===== src/rtl/lenet_pkg.sv =====
// Shared definitions for the lenet DRAM streaming blocks: FSM state
// encoding, default bus widths and a counter-width helper.
package lenet_pkg;

    localparam int unsigned LENET_DATA_WIDTH = 32;
    localparam int unsigned LENET_ADDR_WIDTH = 18;

    typedef enum logic [1:0] {
        ST_IDLE = 2'd0,
        ST_RUN  = 2'd1,
        ST_FIN  = 2'd2
    } rd_state_e;

    // Width of an occupancy counter that must represent 0..depth inclusive.
    function automatic int unsigned cnt_width(input int unsigned depth);
        return $clog2(depth) + 1;
    endfunction

endpackage


===== src/rtl/sync_fifo_fwft.sv =====
// Synchronous first-word-fall-through FIFO. The head entry is visible on
// pop_data whenever the FIFO is non-empty and reads as zero when empty.
// Push and pop may coincide at any occupancy; a push into a full FIFO is
// only taken when a pop frees a slot in the same cycle.
module sync_fifo_fwft
    import lenet_pkg::*;
#(
    parameter  int unsigned DATA_WIDTH = 32,
    parameter  int unsigned DEPTH      = 8,
    localparam int unsigned PTR_W      = $clog2(DEPTH),
    localparam int unsigned CNT_W      = cnt_width(DEPTH)
) (
    input  logic                  clk,
    input  logic                  rst,
    input  logic                  push,
    input  logic [DATA_WIDTH-1:0] push_data,
    input  logic                  pop,
    output logic [DATA_WIDTH-1:0] pop_data,
    output logic                  full,
    output logic                  empty,
    output logic [CNT_W-1:0]      count
);

    logic [DATA_WIDTH-1:0] mem_q [DEPTH];
    logic [PTR_W-1:0]      wr_ptr_q, wr_ptr_d;
    logic [PTR_W-1:0]      rd_ptr_q, rd_ptr_d;
    logic [CNT_W-1:0]      cnt_q, cnt_d;
    logic                  do_push;
    logic                  do_pop;

    assign empty    = (cnt_q == '0);
    assign full     = (cnt_q == CNT_W'(DEPTH));
    assign count    = cnt_q;
    assign pop_data = empty ? '0 : mem_q[rd_ptr_q];

    // Qualify push/pop against occupancy and compute next pointers/count.
    always_comb begin
        do_pop   = pop && !empty;
        do_push  = push && (!full || do_pop);
        wr_ptr_d = wr_ptr_q + PTR_W'(do_push);
        rd_ptr_d = rd_ptr_q + PTR_W'(do_pop);
        cnt_d    = cnt_q + CNT_W'(do_push) - CNT_W'(do_pop);
    end

    // Pointer and occupancy registers.
    always_ff @(posedge clk or posedge rst) begin
        if (rst) begin
            wr_ptr_q <= '0;
            rd_ptr_q <= '0;
            cnt_q    <= '0;
        end else begin
            wr_ptr_q <= wr_ptr_d;
            rd_ptr_q <= rd_ptr_d;
            cnt_q    <= cnt_d;
        end
    end

    // Storage array; contents need no reset because empty masks the head.
    always_ff @(posedge clk) begin
        if (do_push) begin
            mem_q[wr_ptr_q] <= push_data;
        end
    end

endmodule


===== src/rtl/dram_rd_stream.sv =====
// Read-side streaming front end between the DRAM model and the lenet
// datapath. One burst command issues sequential word reads; returned words
// are buffered in a FWFT FIFO and handed to the consumer over valid/ready.
// Reads are credit-limited so in-flight reads plus buffered words never
// exceed the FIFO depth, independent of DRAM return latency.
module dram_rd_stream
    import lenet_pkg::*;
#(
    parameter int unsigned DATA_WIDTH = LENET_DATA_WIDTH,
    parameter int unsigned ADDR_WIDTH = LENET_ADDR_WIDTH,
    parameter int unsigned LEN_WIDTH  = 16,
    parameter int unsigned DEPTH      = 8
) (
    input  logic                  clk,
    input  logic                  rst,
    input  logic                  cmd_vld,
    output logic                  cmd_rdy,
    input  logic [ADDR_WIDTH-1:0] cmd_addr,
    input  logic [LEN_WIDTH-1:0]  cmd_len,
    output logic                  dram_en_rd,
    output logic [ADDR_WIDTH-1:0] dram_addr_rd,
    input  logic                  dram_valid,
    input  logic [DATA_WIDTH-1:0] dram_data_rd,
    output logic                  out_vld,
    input  logic                  out_rdy,
    output logic [DATA_WIDTH-1:0] out_data,
    output logic                  busy,
    output logic                  done
);

    localparam int unsigned CNT_W = cnt_width(DEPTH);
    localparam int unsigned SUM_W = CNT_W + 1;

    rd_state_e             state_q, state_d;
    logic [ADDR_WIDTH-1:0] base_q, base_d;
    logic [LEN_WIDTH-1:0]  len_q, len_d;
    logic [LEN_WIDTH-1:0]  issued_q, issued_d;
    logic [LEN_WIDTH-1:0]  delivered_q, delivered_d;
    logic [CNT_W-1:0]      outstanding_q, outstanding_d;
    logic                  rd_en_q, rd_en_d;
    logic [ADDR_WIDTH-1:0] rd_addr_q, rd_addr_d;
    logic                  busy_q, busy_d;
    logic                  done_q, done_d;

    logic                  fifo_push;
    logic                  fifo_empty;
    logic                  unused_fifo_full;
    logic [CNT_W-1:0]      fifo_count;
    logic [SUM_W-1:0]      credit_sum;
    logic                  credit_ok;
    logic                  issue;
    logic                  out_xfer;

    // Returns are only meaningful inside a burst; stray ones are dropped.
    assign fifo_push = dram_valid && (state_q == ST_RUN);
    assign out_vld   = !fifo_empty;
    assign out_xfer  = out_vld && out_rdy;

    sync_fifo_fwft #(
        .DATA_WIDTH (DATA_WIDTH),
        .DEPTH      (DEPTH)
    ) u_fifo (
        .clk       (clk),
        .rst       (rst),
        .push      (fifo_push),
        .push_data (dram_data_rd),
        .pop       (out_rdy),
        .pop_data  (out_data),
        .full      (unused_fifo_full),
        .empty     (fifo_empty),
        .count     (fifo_count)
    );

    // Credit check: reads in flight plus buffered words must stay below DEPTH.
    // A read decided this cycle is already counted in outstanding next cycle.
    always_comb begin
        credit_sum = SUM_W'(outstanding_q) + SUM_W'(fifo_count);
        credit_ok  = credit_sum < SUM_W'(DEPTH);
    end

    // Burst sequencing: accept, issue/return/deliver accounting, completion.
    always_comb begin
        state_d       = state_q;
        base_d        = base_q;
        len_d         = len_q;
        issued_d      = issued_q;
        delivered_d   = delivered_q;
        outstanding_d = outstanding_q;
        rd_en_d       = 1'b0;
        rd_addr_d     = rd_addr_q;
        busy_d        = busy_q;
        done_d        = 1'b0;
        issue         = 1'b0;

        case (state_q)
            ST_IDLE: begin
                if (cmd_vld) begin
                    base_d        = cmd_addr;
                    len_d         = cmd_len;
                    issued_d      = '0;
                    delivered_d   = '0;
                    outstanding_d = '0;
                    busy_d        = 1'b1;
                    if (cmd_len == '0) begin
                        state_d = ST_FIN;
                    end else begin
                        // The first read is issued on accept so its strobe
                        // lands in the cycle right after the handshake.
                        state_d       = ST_RUN;
                        rd_en_d       = 1'b1;
                        rd_addr_d     = cmd_addr;
                        issued_d      = LEN_WIDTH'(1);
                        outstanding_d = CNT_W'(1);
                    end
                end
            end

            ST_RUN: begin
                issue = (issued_q < len_q) && credit_ok;
                if (issue) begin
                    rd_en_d   = 1'b1;
                    rd_addr_d = base_q + ADDR_WIDTH'(issued_q);
                    issued_d  = issued_q + LEN_WIDTH'(1);
                end
                // Issue, return and pop can all occur together; net update.
                outstanding_d = outstanding_q + CNT_W'(issue) - CNT_W'(fifo_push);
                delivered_d   = delivered_q + LEN_WIDTH'(out_xfer);
                if (delivered_d == len_q) begin
                    state_d = ST_FIN;
                end
            end

            ST_FIN: begin
                busy_d  = 1'b0;
                done_d  = 1'b1;
                state_d = ST_IDLE;
            end

            default: begin
                state_d = ST_IDLE;
                busy_d  = 1'b0;
            end
        endcase
    end

    // State, counters and registered outputs.
    always_ff @(posedge clk or posedge rst) begin
        if (rst) begin
            state_q       <= ST_IDLE;
            base_q        <= '0;
            len_q         <= '0;
            issued_q      <= '0;
            delivered_q   <= '0;
            outstanding_q <= '0;
            rd_en_q       <= 1'b0;
            rd_addr_q     <= '0;
            busy_q        <= 1'b0;
            done_q        <= 1'b0;
        end else begin
            state_q       <= state_d;
            base_q        <= base_d;
            len_q         <= len_d;
            issued_q      <= issued_d;
            delivered_q   <= delivered_d;
            outstanding_q <= outstanding_d;
            rd_en_q       <= rd_en_d;
            rd_addr_q     <= rd_addr_d;
            busy_q        <= busy_d;
            done_q        <= done_d;
        end
    end

    // cmd_rdy is held low while reset is asserted so every output reads zero.
    assign cmd_rdy      = (state_q == ST_IDLE) && !rst;
    assign dram_en_rd   = rd_en_q;
    assign dram_addr_rd = rd_addr_q;
    assign busy         = busy_q;
    assign done         = done_q;

endmodule

===== config.mk =====
export PLATFORM = sky130hd
export DESIGN_NAME = dram_rd_stream
export DESIGN_NICKNAME = d
export VERILOG_FILES = /design/src/rtl/lenet_pkg.sv /design/src/rtl/sync_fifo_fwft.sv /design/src/rtl/dram_rd_stream.sv
export SDC_FILE = /design/constraint.sdc
export NUM_CORES = 1
export LEC_CHECK = 0
export ABC_AREA = 0
export BUFFER_PORTS_ARGS = -buffer_cell sky130_fd_sc_hd__buf_2
export CORE_MARGIN = 2
export CORE_UTILIZATION = 50
export CTS_CLUSTER_SIZE = 10
export DETAILED_ROUTE_END_ITERATION = 10
export GPL_ROUTABILITY_DRIVEN = 0
export PLACE_DENSITY = 0.67
export SLEW_MARGIN = 20
export SYNTH_ARGS = -nofsm -noshare
export SYNTH_HDL_FRONTEND = slang
export SYNTH_SLANG_ARGS = --single-unit

===== constraint.sdc =====
create_clock -name clk -period 11.85 [get_ports clk]
set_input_delay 0 -clock clk [delete_from_list [all_inputs] [get_ports clk]]
set_output_delay 0 -clock clk [all_outputs]
set_load 0.05 [all_outputs]

==> results.toml <==
[run_status]
outcome = "finished, final reports clean"

[drt]
drt_iter0_drc = 715
wl_per_cell_um = 20.2
avgViaCountPerCell = 5.71
remaining_drc_errors = 0
firstDrtPassIters = 5
routed_wl_mm = 35.3
vias = 9949
antenna_left = 0

[worst_setup_path]
crit_type = "reg -> reg"
crit-reg2reg-capture = "state_q[0]"
r2r_cells = 15
end_kind = "flip-flop"
reg2reg_from = "u_fifo.count[2]"
slowest_stage = "nor3_2"
crit_family = "simple AND/OR/NAND/NOR gates"
cp_data_arrival_time_ps = 4300
cpPeakStageDelay_ps = 430
critPathLaunchType = "flip-flop"
crit_buf_inv = 3
cp.required_ps = 12280
worstPathCellList = "inv_1, ha_1, and2_1, buf_4, inv_1, and2_1, ha_1, ha_1, nand3_1, nor3_2, nand3_1, xnor2_1, a2111oi_0, nand4_1, a21o_1"
cp_common_cell = "ha_1"
critPathMaxFanout = 33
worst-r2r-setup-slack_ps = 7980

[layout]
drive_gt1_share_pct = 22.4
seqCellArea_um2 = 10300
multi_input_area_um2 = 5560
fill_cells = 2381
final_nets = 1444
syn2layout_area_growth_pct = 19.1

[clock_network]
htreeDepth = 2
root_buffer = "clkbuf_16"
cts_made_buffers = 42
holdBufCountCts = 69
cts_setup_buffers = 0
max-clock-path-buffers = 3
clock_latency_ps = 540
cts_tree = "yes"
cts_resized = 0
clk_pin_slew_ps = 60
numClockSinks = 359

[timing]
skew_ps = 12.3
tightest_slew_ps = 932
fin_ws_ps = 7980
hold_viol = 0
min_period_ps = 3870
finalCritPeriodShare_pct = 32.6
slew_violations = 0
rsz0062_at_grt = "false"
slew_headroom_pct = 37.9
fmax_mhz = 259
finalSetupTns_ps = 0
setup_viol = 0

[power]
power_density_nw_per_um2 = 277
p_leak_nw = 7.32
ir_drop_v = 0.000228

[grt]
antenna_found_initial = 1
grt_pass1_wl_mm = 55.0
grt_use_total_pct = 21.1
overflow = 0
grt_max_degree = 67
grt_pass1_vias = 10100

[hold_path]
hold_end = "u_fifo.wr_ptr_q[0]"
whs_path_depth = 4
hold_start = "dram_valid"
holdCritPathClass = "in -> reg"

[logic_synthesis]
syn_area_um2 = 16100
synthCells = 1115
syn_nets = 1240
ys.flop_type = "edfxtp_1"
synth-async-reset-ratio_pct = 28.7
syn_area_per_cell_um2 = 14.5
synth-seq-area-share_pct = 63.6
yosysUniqueCellTypes = 63
synth_warnings = 0
synth_edf_count = 256
synth-seq-cells = 359

[run]
drv_cap = 0

[placement]
dp_hpwl_mm = 21.1
port_buffers = 125
dp_slack_ps = 8040

[floorplan]
core_um2 = 31600
die_w_um = 184
rows = 65
die_h_um = 184
dieArea_um2 = 33700
initial_core_util_pct = 51.0
num_io_pins = 126
## how the worst max path moves through the flow
stage	from	to	slack, ps	depth (start not counted)
2_1_floorplan	state_q[0]	u_fifo.mem_q[0][0]	7800	6
3_3_place_gp	u_fifo.count[2]	state_q[0]	8160	15
3_5_place_dp	u_fifo.count[2]	state_q[0]	8040	15
4_1_cts	u_fifo.count[2]	state_q[0]	8020	15
5_1_grt	u_fifo.count[2]	state_q[0]	7660	15
6_report	u_fifo.count[2]	state_q[0]	7980	15
## worst min-delay path, cell delays in order
cell     delay [ps]
buf_2           120
nand2_1          80
a31oi_1         100
ha_1            290
## layer usage
layer	global-route usage (%)	part of all wire [%]	vias up
li1	-	-	4662
met2	36.3	49	269
met1	28.3	44	4978
met5	0	0	-
met3	3.25	5.0	40
met4	5.06	1.6	0
## final cells by class
cell class                 count  area share, %
sequential                   359           53.5
multi-input combinational    659           29.0
timing repair buffer         214           7.64
clock buffer                  62           6.08
tap                          402           2.62
inverter                      43          0.854
clock inverter                 3          0.339
antenna                        1         0.0130
## cells by family (layout without fill, tap and decap cells)
group	after synthesis	count (layout)	share of synthesized area, %
flip-flops	359	359	63.6
AND/OR/NAND/NOR	258	258	7.70
AO/OA/AOI/OAI	192	192	7.58
multiplexers	117	117	12.4
buffers and inverters	97	322	2.31
adder cells (fa/ha/maj)	54	54	4.33
XOR/XNOR	38	38	2.06
other	0	1	0
## report_power, final
group	total [mW]	switching (mW)	leakage, nW	internal (mW)
sequential	1.82	0.187	3.58	1.64
clock	1.16	0.480	0.591	0.680
combinational	2.34	1.48	3.15	0.856
total	5.32	2.15	7.32	3.17
## layout by cell type (no fill, tap or decap), drive strengths merged, types with 43 or more instances in the layout
| master | instances |
|---|---|
| nand2 | 61 |
| dlygate4sd3 | 69 |
| clkbuf | 62 |
| nor2 | 91 |
| a21oi | 43 |
| mux4 | 64 |
| o21ai | 60 |
| buf | 145 |
| inv | 43 |
| ha | 51 |
| dfrtp | 103 |
| edfxtp | 256 |
## sequential cells by signal, summed over array words and instances, names as in the netlist, 2 cells and up
name / count
u_fifo.rd_ptr_q: 3
len_q: 16
issued_q: 16
state_q: 2
u_fifo.count: 4
outstanding_q: 4
u_fifo.mem_q: 256
delivered_q: 16
base_q: 18
u_fifo.wr_ptr_q: 3
dram_addr_rd: 18
## Yosys cell counts (21+ instances only)
master / instances / share of area, %
edfxtp_1: 256 / 48
dfrtp_1: 103 / 16
nor2_1: 91 / 2.1
mux4_2: 64 / 8.9
nand2_1: 61 / 1.4
o21ai_0: 59 / 1.8
ha_1: 51 / 4.0
a21oi_1: 43 / 1.3
inv_1: 43 / 1.0
mux2i_1: 34 / 2.1
clkbuf_1: 30 / 0.70
nand3_1: 21 / 0.65
## metrics by stage
step           power, mW  cells  utilization [%]  hold WS, ps  area, µm²
6_report            5.32   1743             60.7         88.3      19200
5_1_grt             5.64   1743             60.7          116      19200
4_1_cts             5.38   1742             60.7         75.3      19200
3_5_place_dp        4.18   1608             54.6          128      17300
3_3_place_gp        4.13   1608             54.6          122      17300
2_1_floorplan       3.60   1115                -         98.9      16100
Power figures use the tool's default switching activity.
